$ cat config.mk
export PLATFORM = sky130hd
export DESIGN_NAME = rr_grant_encoder4
export DESIGN_NICKNAME = d
export VERILOG_FILES = /design/src/rtl/rr_arb_pkg.sv /design/src/rtl/rr_pick4.sv /design/src/rtl/rr_grant_encoder4.sv
export SDC_FILE = /design/constraint.sdc
export NUM_CORES = 1
export LEC_CHECK = 0
export BUFFER_PORTS_ARGS = -buffer_cell sky130_fd_sc_hd__buf_2
export CAP_MARGIN = 20
export CORE_AREA = 2 2 39 41
export DETAILED_ROUTE_END_ITERATION = 10
export DIE_AREA = 0 0 41 43
export PLACE_DENSITY_LB_ADDON = 0.15
export SETUP_SLACK_MARGIN = 0.3
export SLEW_MARGIN = 10
export SYNTH_ARGS = -nofsm -noshare
export SYNTH_HDL_FRONTEND = slang
export SYNTH_SLANG_ARGS = --single-unit
export TNS_END_PERCENT = 50
$ cat constraint.sdc
create_clock -name clk -period 2 [get_ports clk]
set_input_delay 0.4 -clock clk [delete_from_list [all_inputs] [get_ports clk]]
set_output_delay 0.4 -clock clk [all_outputs]
set_load 0.01 [all_outputs]
$ cat src/rtl/rr_arb_pkg.sv
// Shared types and constants for the four-requester round-robin grant encoder.
package rr_arb_pkg;

  localparam int NUM_REQ = 4;
  localparam int IDX_W   = 2;

  typedef enum logic {
    IDLE  = 1'b0,
    GRANT = 1'b1
  } arb_state_t;

  typedef logic [IDX_W-1:0] idx_t;

  // Index that is searched k places after the pointer; wraps through 2-bit overflow.
  function automatic idx_t search_idx(input idx_t ptr, input int unsigned k);
    search_idx = ptr + idx_t'(k);
  endfunction

endpackage

$ cat src/rtl/rr_pick4.sv
// Combinational round-robin picker: scans ptr+1 .. ptr+4 and returns the first
// requester found. The requester at ptr itself is examined last.
module rr_pick4
  import rr_arb_pkg::*;
(
  input  idx_t               ptr,
  input  logic [NUM_REQ-1:0] req,
  output idx_t               idx,
  output logic               found
);

  idx_t cand;

  // Walk the search order once; the first set request bit wins.
  always_comb begin
    idx   = 2'b00;
    found = 1'b0;
    cand  = 2'b00;
    for (int unsigned k = 1; k <= NUM_REQ; k++) begin
      cand = search_idx(ptr, k);
      if (!found && req[cand]) begin
        found = 1'b1;
        idx   = cand;
      end else begin
        found = found;
        idx   = idx;
      end
    end
  end

endmodule

$ cat src/rtl/rr_grant_encoder4.sv
// Four-requester round-robin arbiter with grant hold, done-handshake release and
// a timeout that force-releases a grant after TIMEOUT cycles. Emits a registered
// grantee index plus valid flag for a downstream 2-to-4 decoder.
module rr_grant_encoder4
  import rr_arb_pkg::*;
#(
  parameter int NUM_REQ = 4,
  parameter int IDX_W   = 2,
  parameter int TIMEOUT = 16
) (
  input  logic               clk,
  input  logic               rst,
  input  logic [NUM_REQ-1:0] req,
  input  logic               done,
  output logic [IDX_W-1:0]   gnt_idx,
  output logic               gnt_valid,
  output logic               timeout
);

  localparam int TMR_W = $clog2(TIMEOUT);
  localparam logic [TMR_W-1:0] TMR_LAST = TMR_W'(TIMEOUT - 1);

  arb_state_t       state;
  idx_t             ptr;
  logic [TMR_W-1:0] timer;

  idx_t pick_ptr;
  idx_t pick_idx;
  logic pick_found;
  logic expired;
  logic release_now;
  logic force_release;

  // In GRANT the picker already looks from the current grantee, so a release
  // can re-arbitrate in the same cycle as the pointer update.
  assign pick_ptr      = (state == GRANT) ? idx_t'(gnt_idx) : ptr;
  assign expired       = (timer == TMR_LAST);
  assign release_now   = done || expired;
  assign force_release = expired && !done;

  rr_pick4 u_pick (
    .ptr   (pick_ptr),
    .req   (req),
    .idx   (pick_idx),
    .found (pick_found)
  );

  // Arbitration FSM: state, fairness pointer, grant timer and registered outputs.
  always_ff @(posedge clk or posedge rst) begin
    if (rst) begin
      state     <= IDLE;
      ptr       <= 2'b11;
      timer     <= '0;
      gnt_idx   <= 2'b00;
      gnt_valid <= 1'b0;
      timeout   <= 1'b0;
    end else begin
      case (state)
        IDLE: begin
          timeout <= 1'b0;
          if (pick_found) begin
            gnt_idx   <= pick_idx;
            gnt_valid <= 1'b1;
            timer     <= '0;
            state     <= GRANT;
          end else begin
            gnt_valid <= 1'b0;
            state     <= IDLE;
          end
        end
        GRANT: begin
          if (release_now) begin
            ptr     <= gnt_idx;
            timeout <= force_release;
            timer   <= '0;
            if (pick_found) begin
              gnt_idx   <= pick_idx;
              gnt_valid <= 1'b1;
              state     <= GRANT;
            end else begin
              // gnt_idx keeps the last grantee while idle.
              gnt_valid <= 1'b0;
              state     <= IDLE;
            end
          end else begin
            timer   <= timer + TMR_W'(1);
            timeout <= 1'b0;
          end
        end
        default: begin
          state     <= IDLE;
          gnt_valid <= 1'b0;
          timeout   <= 1'b0;
          timer     <= '0;
        end
      endcase
    end
  end

endmodule

==> results of run 1 <==
==> kinds of logic (layout without fill, tap and decap cells) <==
group	after synthesis	count (layout)	synth area share, %
simple gates	17	17	15.1
compound gates	16	16	18.7
flops	11	11	46.5
mux	7	7	14.5
buf+inv	3	16	3.14
fa+ha+maj	1	1	2.10
==> synthesized netlist by cell type, types with 2 or more instances <==
cell type / count
dfrtp_1: 9
nand2_1: 5
o21ai_1: 5
mux2_2: 3
mux2i_1: 3
and3_1: 2
dfstp_2: 2
inv_1: 2
nand2b_1: 2
nand3_1: 2
nor2_1: 2
o211ai_1: 2
o21ai_0: 2
==> path summary, 6_finish.rpt <==
check                                            from                     to  slack [ns]
max in group asynchronous                         rst     ptr[1]$_DFFE_PP1P_        1.56
worst max register to register   timer[0]$_DFFE_PP0P_     ptr[1]$_DFFE_PP1P_        0.44
worst min-delay path                              rst   timer[0]$_DFFE_PP0P_        0.10
worst max-delay path             timer[0]$_DFFE_PP0P_     ptr[1]$_DFFE_PP1P_        0.44
worst min register to register  gnt_valid$_DFFE_PP0P_  gnt_valid$_DFFE_PP0P_        0.50
min in group clk                                 done   timer[2]$_DFFE_PP0P_        0.46
==> state kept, by name, summed over array words and instances, names as in the netlist <==
| register | cells |
|---|---|
| gnt_idx | 2 |
| ptr | 2 |
| gnt_valid | 1 |
| state | 1 |
| timer | 4 |
| timeout | 1 |
==> worst max-delay path, delay by kind of cell (launching register included) <==
kind,cells,cell delay (ns)
flip-flops,1,0.41
adder cells (fa/ha/maj),1,0.25
AND/OR/NAND/NOR,1,0.20
multiplexers,1,0.37
AO/OA/AOI/OAI,1,0.26
==> placed cells by master, fill, tap and decap left out, types with 2 or more instances in the layout <==
| cell type | n |
|---|---|
| nand2_1 | 5 |
| nand3_1 | 2 |
| mux2i_1 | 3 |
| and3_1 | 2 |
| o21ai_0 | 2 |
| inv_1 | 2 |
| o21ai_1 | 5 |
| clkbuf_4 | 3 |
| mux2_2 | 3 |
| o211ai_1 | 2 |
| nor2_1 | 2 |
| nand2b_1 | 2 |
| dfrtp_1 | 9 |
| buf_2 | 10 |
| dfstp_2 | 2 |
==> area by class of cell <==
class                      instances  area, µm²  area share, %
multi-input combinational         41        300           44.0
sequential                        11        278           40.7
timing repair buffer              10       50.0           7.34
clock buffer                       4       26.3           3.85
tap                               16       20.0           2.94
inverter                           2       7.51           1.10
==> stage by stage <==
step,total power [mW],instances
finish,0.556,84
global route,0.593,84
CTS,0.567,84
detailed placement,0.412,80
global placement,0.409,80
floorplan,0.374,55
==> metal layers <==
layer  global-route usage (%)  up-vias
met1                     22.3      220
li1                         -      233
met4                     12.0        0
met2                     21.9        8
met3                     3.14        2
met5                        0        -
==> report_power, final <==
part	leakage [nW]	internal (mW)	total (mW)	switching [mW]
combinational	0.161	0.0614	0.120	0.0589
clock	0.0150	0.0772	0.150	0.0730
sequential	0.131	0.257	0.286	0.0283
==> results_dict.tcl, run 1 <==
set metrics [dict create \
    final_area_um2 682 \
    antenna_found_initial 0 \
    worstPathArrival_ns 1.75 \
    drtPass1Iterations 4 \
    htreeDepth 1 \
    drc 0 \
    maxCapViolCount 0 \
    drive_above_1_share_pct 33.8 \
    row_count 14 \
    synth_edf_count 0 \
    ys_types 27 \
    slowest_stage "dfrtp_1" \
    grt_pass1_wl_um 1880 \
    hold-worst-slack_ns 0.104 \
    dr.first_iter.drc_count 5 \
    cts-root-buf "clkbuf_4" \
    die_area_um2 1760 \
    min_period_over_period_pct 78.1 \
    worst_pin_slew_ns 0.409 \
    yosysSeqAreaShare_pct 46.5 \
    wl_met3_um 36 \
    grt_max_degree 12 \
    setup_viol 0 \
    reg2reg_depth 4 \
    start_util_pct 43.1 \
    fin_skew_ns 0.00688 \
    cts_tree "yes" \
    nFillCells 137 \
    die_h_um 43 \
    relSlewSlack_pct 72.7 \
    path_clk_slew_ns 0.07 \
    port_buffers 10 \
    synth_top_area_cell "dfrtp_1" \
    cp-start-kind "flop" \
    hold_viol_final 0 \
    clkLatencyLatePin_ns 0.27 \
    drv_slew 0 \
    syn-num-nets 63 \
    final_util_pct 49.3 \
    leakage_nw 0.307 \
    ys_warn_count 0 \
    slowest_delay_ns 0.41 \
    path_class "reg -> reg" \
    top_level_ports 11 \
    synth_area_leaders "dfrtp_1, dfstp_2, mux2_2" \
    avgSynthCellArea_um2 10.9 \
    drtAntennaViolNets 0 \
    routed_via_density 5.51 \
    crit_required_ns 2.19 \
    post_cts_buffers 0 \
    gp_congestion 0.724 \
    nets 77 \
    wl_met1_um 536 \
    wl_um 1100 \
    grt_pass1_vias 438 \
    diodes 0 \
    num_vias 463 \
    synth_top_area_share_pct 37.7 \
    place_ws_ns 0.452 \
    die_x_um 41 \
    wl_met2_um 522 \
    min_path_type "in -> async" \
    cts_sinks 11 \
    synth_seq_cells 11 \
    dpl-instance-area_um2 656 \
    p_per_area_nw_per_um2 815 \
    cts_hold_buf 0 \
    rsz0062_at_grt "false" \
    core_um2 1380 \
    syn_to_final_growth_pct 14.3 \
    synthArstFlopShare_pct 100 \
    outcome "finished, final reports clean" \
    fmaxAchievable_mhz 640 \
    highest_layer "met4" \
    cts_buffers 3 \
    post_cts_resized 0 \
    syn_area_um2 597 \
    setup_slack_ns 0.438 \
    cp_max_fo 4 \
    overflow 0 \
    clk_path_buf_depth 2 \
    netlist_instances 55 \
    avgRoutedWirePerCell_um 13.1 \
    finalCriticalPeriod_ns 1.56 \
    grtUsageTotal_pct 16.3 \
    critPathCaptureType "flop" \
    fin_setup_tns_ns 0 \
    hpwl_um 868 \
    peakVddDrop_v 0.000312 \
    crit_chain "ha_1 > and3_1 > o21ai_0 > mux2_2" \
    synth_ff_type "dfrtp_1" \
]
(Power assumes the default switching activity.)
==> run 2: changes to the inputs <==
ABC_AREA = 1   (was default)
CORE_AREA = default   (was 2 2 39 41)
CORE_MARGIN = 2   (was default)
CORE_UTILIZATION = 50   (was default)
DIE_AREA = default   (was 0 0 41 43)
clock period = 1.3 ns   (was 2 ns; I/O delays follow)
==> results_dict.tcl, run 2 <==
set metrics [dict create \
    outcome "complete, but fails checks" \
    violations "negative setup slack" \
    relSlewSlack_pct 73.6 \
    start_util_pct 52.3 \
    grtUsageTotal_pct 23.3 \
    peakVddDrop_v 0.00199 \
    gp_congestion 0.917 \
    clkLatencyLatePin_ns 0.28 \
    synth_top_area_cell "dfrtp_1" \
    mostFrequentLayoutCells "nand2_1, buf_4, nand2_2" \
    maxCapViolCount 0 \
    syn_to_final_growth_pct 51.1 \
    synthArstFlopShare_pct 100 \
    path_class "reg -> reg" \
    die_h_um 46.3 \
    yosysMostFrequentCell "nand2_1" \
    nets 173 \
    diodes 0 \
    path_clk_slew_ns 0.08 \
    regArea_um2 279 \
    dpl-instance-area_um2 1120 \
    synth_top_cells_by_count "nand2_1, inv_1, nand3_1" \
    avgRoutedWirePerCell_um 11.8 \
    grt_pass1_vias 873 \
    synth_area_leaders "dfrtp_1, nand2_1, nand3_1" \
    worstPathArrival_ns 1.83 \
    wl_um 2230 \
    synth_edf_count 0 \
    multi_input_area_um2 644 \
    rsz0062_at_grt "true" \
    core_um2 1710 \
    finalCriticalPeriod_ns 1.65 \
    synth_seq_cells 11 \
    slowest_delay_ns 0.42 \
    critPathTopFamily "simple AND/OR/NAND/NOR gates" \
    top_register "timer" \
    cts_tree "yes" \
    crit_chain "buf_12 > clkinv_8 > nand2_2 > nand2_4 > nand2_1 > nand2_2 > nand2_2 > nand2_4 > nand3_4 > nor2_4 > nor2_2 > nand2_1 > nand2_1" \
    synth_top_area_share_pct 25.2 \
    drtPass1Iterations 4 \
    cp_max_fo 6 \
    die_area_um2 2140 \
    row_count 15 \
    cts-root-buf "clkbuf_4" \
    antenna_found_initial 0 \
    p_per_area_nw_per_um2 2330 \
    min_period_over_period_pct 127 \
    total_power_mw 3.15 \
    drive_above_1_share_pct 51.8 \
    largest_reg_flops 4 \
    top_level_ports 11 \
    drv_slew 0 \
    cts_buffers 3 \
    leakage_nw 0.711 \
    fin_skew_ns 0.0115 \
    die_x_um 46.3 \
    port_buffers 10 \
    slowest_stage "dfrtp_1" \
    hpwl_um 1470 \
    netlist_instances 125 \
    yosysSeqAreaShare_pct 31.1 \
    hold_viol_final 0 \
    ys_warn_count 0 \
    fin_cells 189 \
    fin_setup_tns_ns -2.55 \
    ys_types 22 \
    syn-num-nets 133 \
    worst_pin_slew_ns 0.395 \
    synth_ff_type "dfrtp_1" \
    place_inst 177 \
    nFillCells 109 \
    fmaxAchievable_mhz 607 \
    syn_area_um2 893 \
    drc 0 \
    cp_num_buf_inv 2 \
    setup_viol 9 \
    num_vias 956 \
    critPathCaptureType "flop" \
    routed_via_density 5.06 \
    final_util_pct 79.0 \
    cts_sinks 11 \
    avgSynthCellArea_um2 7.15 \
    cp-start-kind "flop" \
    dr.first_iter.drc_count 22 \
    min_path_type "in -> reg" \
    final_area_um2 1350 \
    final_common_cell "nand2_1" \
    drtAntennaViolNets 0 \
    clk_path_buf_depth 2 \
    crit_required_ns 1.48 \
    grt_max_degree 12 \
    htreeDepth 1 \
    largestRegisters "timer x4, gnt_idx x2, ptr x2" \
    grt_pass1_wl_um 3460 \
    setup_slack_ns -0.348 \
    overflow 0 \
]
[run 2: changes by cell type after synthesis, moves of 3 or more]
cell,before,now
inv_1,2,15
mux2_2,3,0
mux2i_1,3,0
nand2_1,5,44
nand2_2,0,11
nand2_4,0,6
nand3_1,2,15
nand4_1,0,3
o21ai_1,5,1
[run 2: path summary, 6_finish.rpt]
kind                       cells after the start                     end  slack (ns)             startpoint
setup reg to reg                              13  gnt_idx[0]$_DFFE_PP0P_       -0.35        state$_DFF_PP0_
setup / recovery                              13  gnt_idx[0]$_DFFE_PP0P_       -0.35        state$_DFF_PP0_
hold reg to reg                                2   gnt_valid$_DFFE_PP0P_        0.50  gnt_valid$_DFFE_PP0P_
max in group asynchronous                      3      ptr[0]$_DFFE_PP1P_        0.46                    rst
min in group asynchronous                      3  gnt_idx[1]$_DFFE_PP0P_        0.50                    rst
hold / removal                                 4    timer[2]$_DFFE_PP0P_        0.28                   done
[run 2: cell type report]
| type | count | share of cell area, % |
|---|---|---|
| Clock buffer | 3 | 1.67 |
| Multi-Input combinational cell | 97 | 47.7 |
| Clock inverter | 1 | 0.371 |
| Tap cell | 25 | 2.32 |
| Sequential cell | 11 | 20.7 |
| Inverter | 16 | 5.38 |
| Timing Repair Buffer | 36 | 21.9 |
[run 2: logic make-up after synthesis]
kind of cell	synth area share [%]
xor+xnor	0.981
compound gates	7.56
flops	31.1
buf+inv	8.82
fa+ha+maj	1.40
simple gates	50.1
[run 2: power by group]
part	internal (mW)	switching [mW]
sequential	0.462	0.121
combinational	1.03	1.30
clock	0.114	0.122
[run 2: per-stage QoR]
step	hold WS [ns]	setup WS, ns
2_1_floorplan	0.111	-0.183
3_5_place_dp	0.269	-0.315
4_1_cts	0.304	-0.331
3_3_place_gp	0.261	-0.289
6_report	0.281	-0.348
5_1_grt	0.295	-0.463
[run 2: worst min-delay path: stages]
cell	delay, ns
buf_2	0.07
inv_1	0.05
nand2_2	0.08
o21ai_2	0.05
[run 2: timing repair]
item,in CTS,in global routing
gates resized for setup,19,20
setup endpoints to repair,14,15
setup buffers,3,4
pin swaps,13,16
cloned,0,0
hold endpoints to repair,9,0
hold buffers,1,0
[run 2: layer usage]
layer,GRT usage (%),vias to the layer above,routed length [µm]
li1,-,475,-
met1,27.1,448,967
met2,36.1,27,1050
met3,9.02,6,162
met4,13.1,0,49
met5,0,-,0
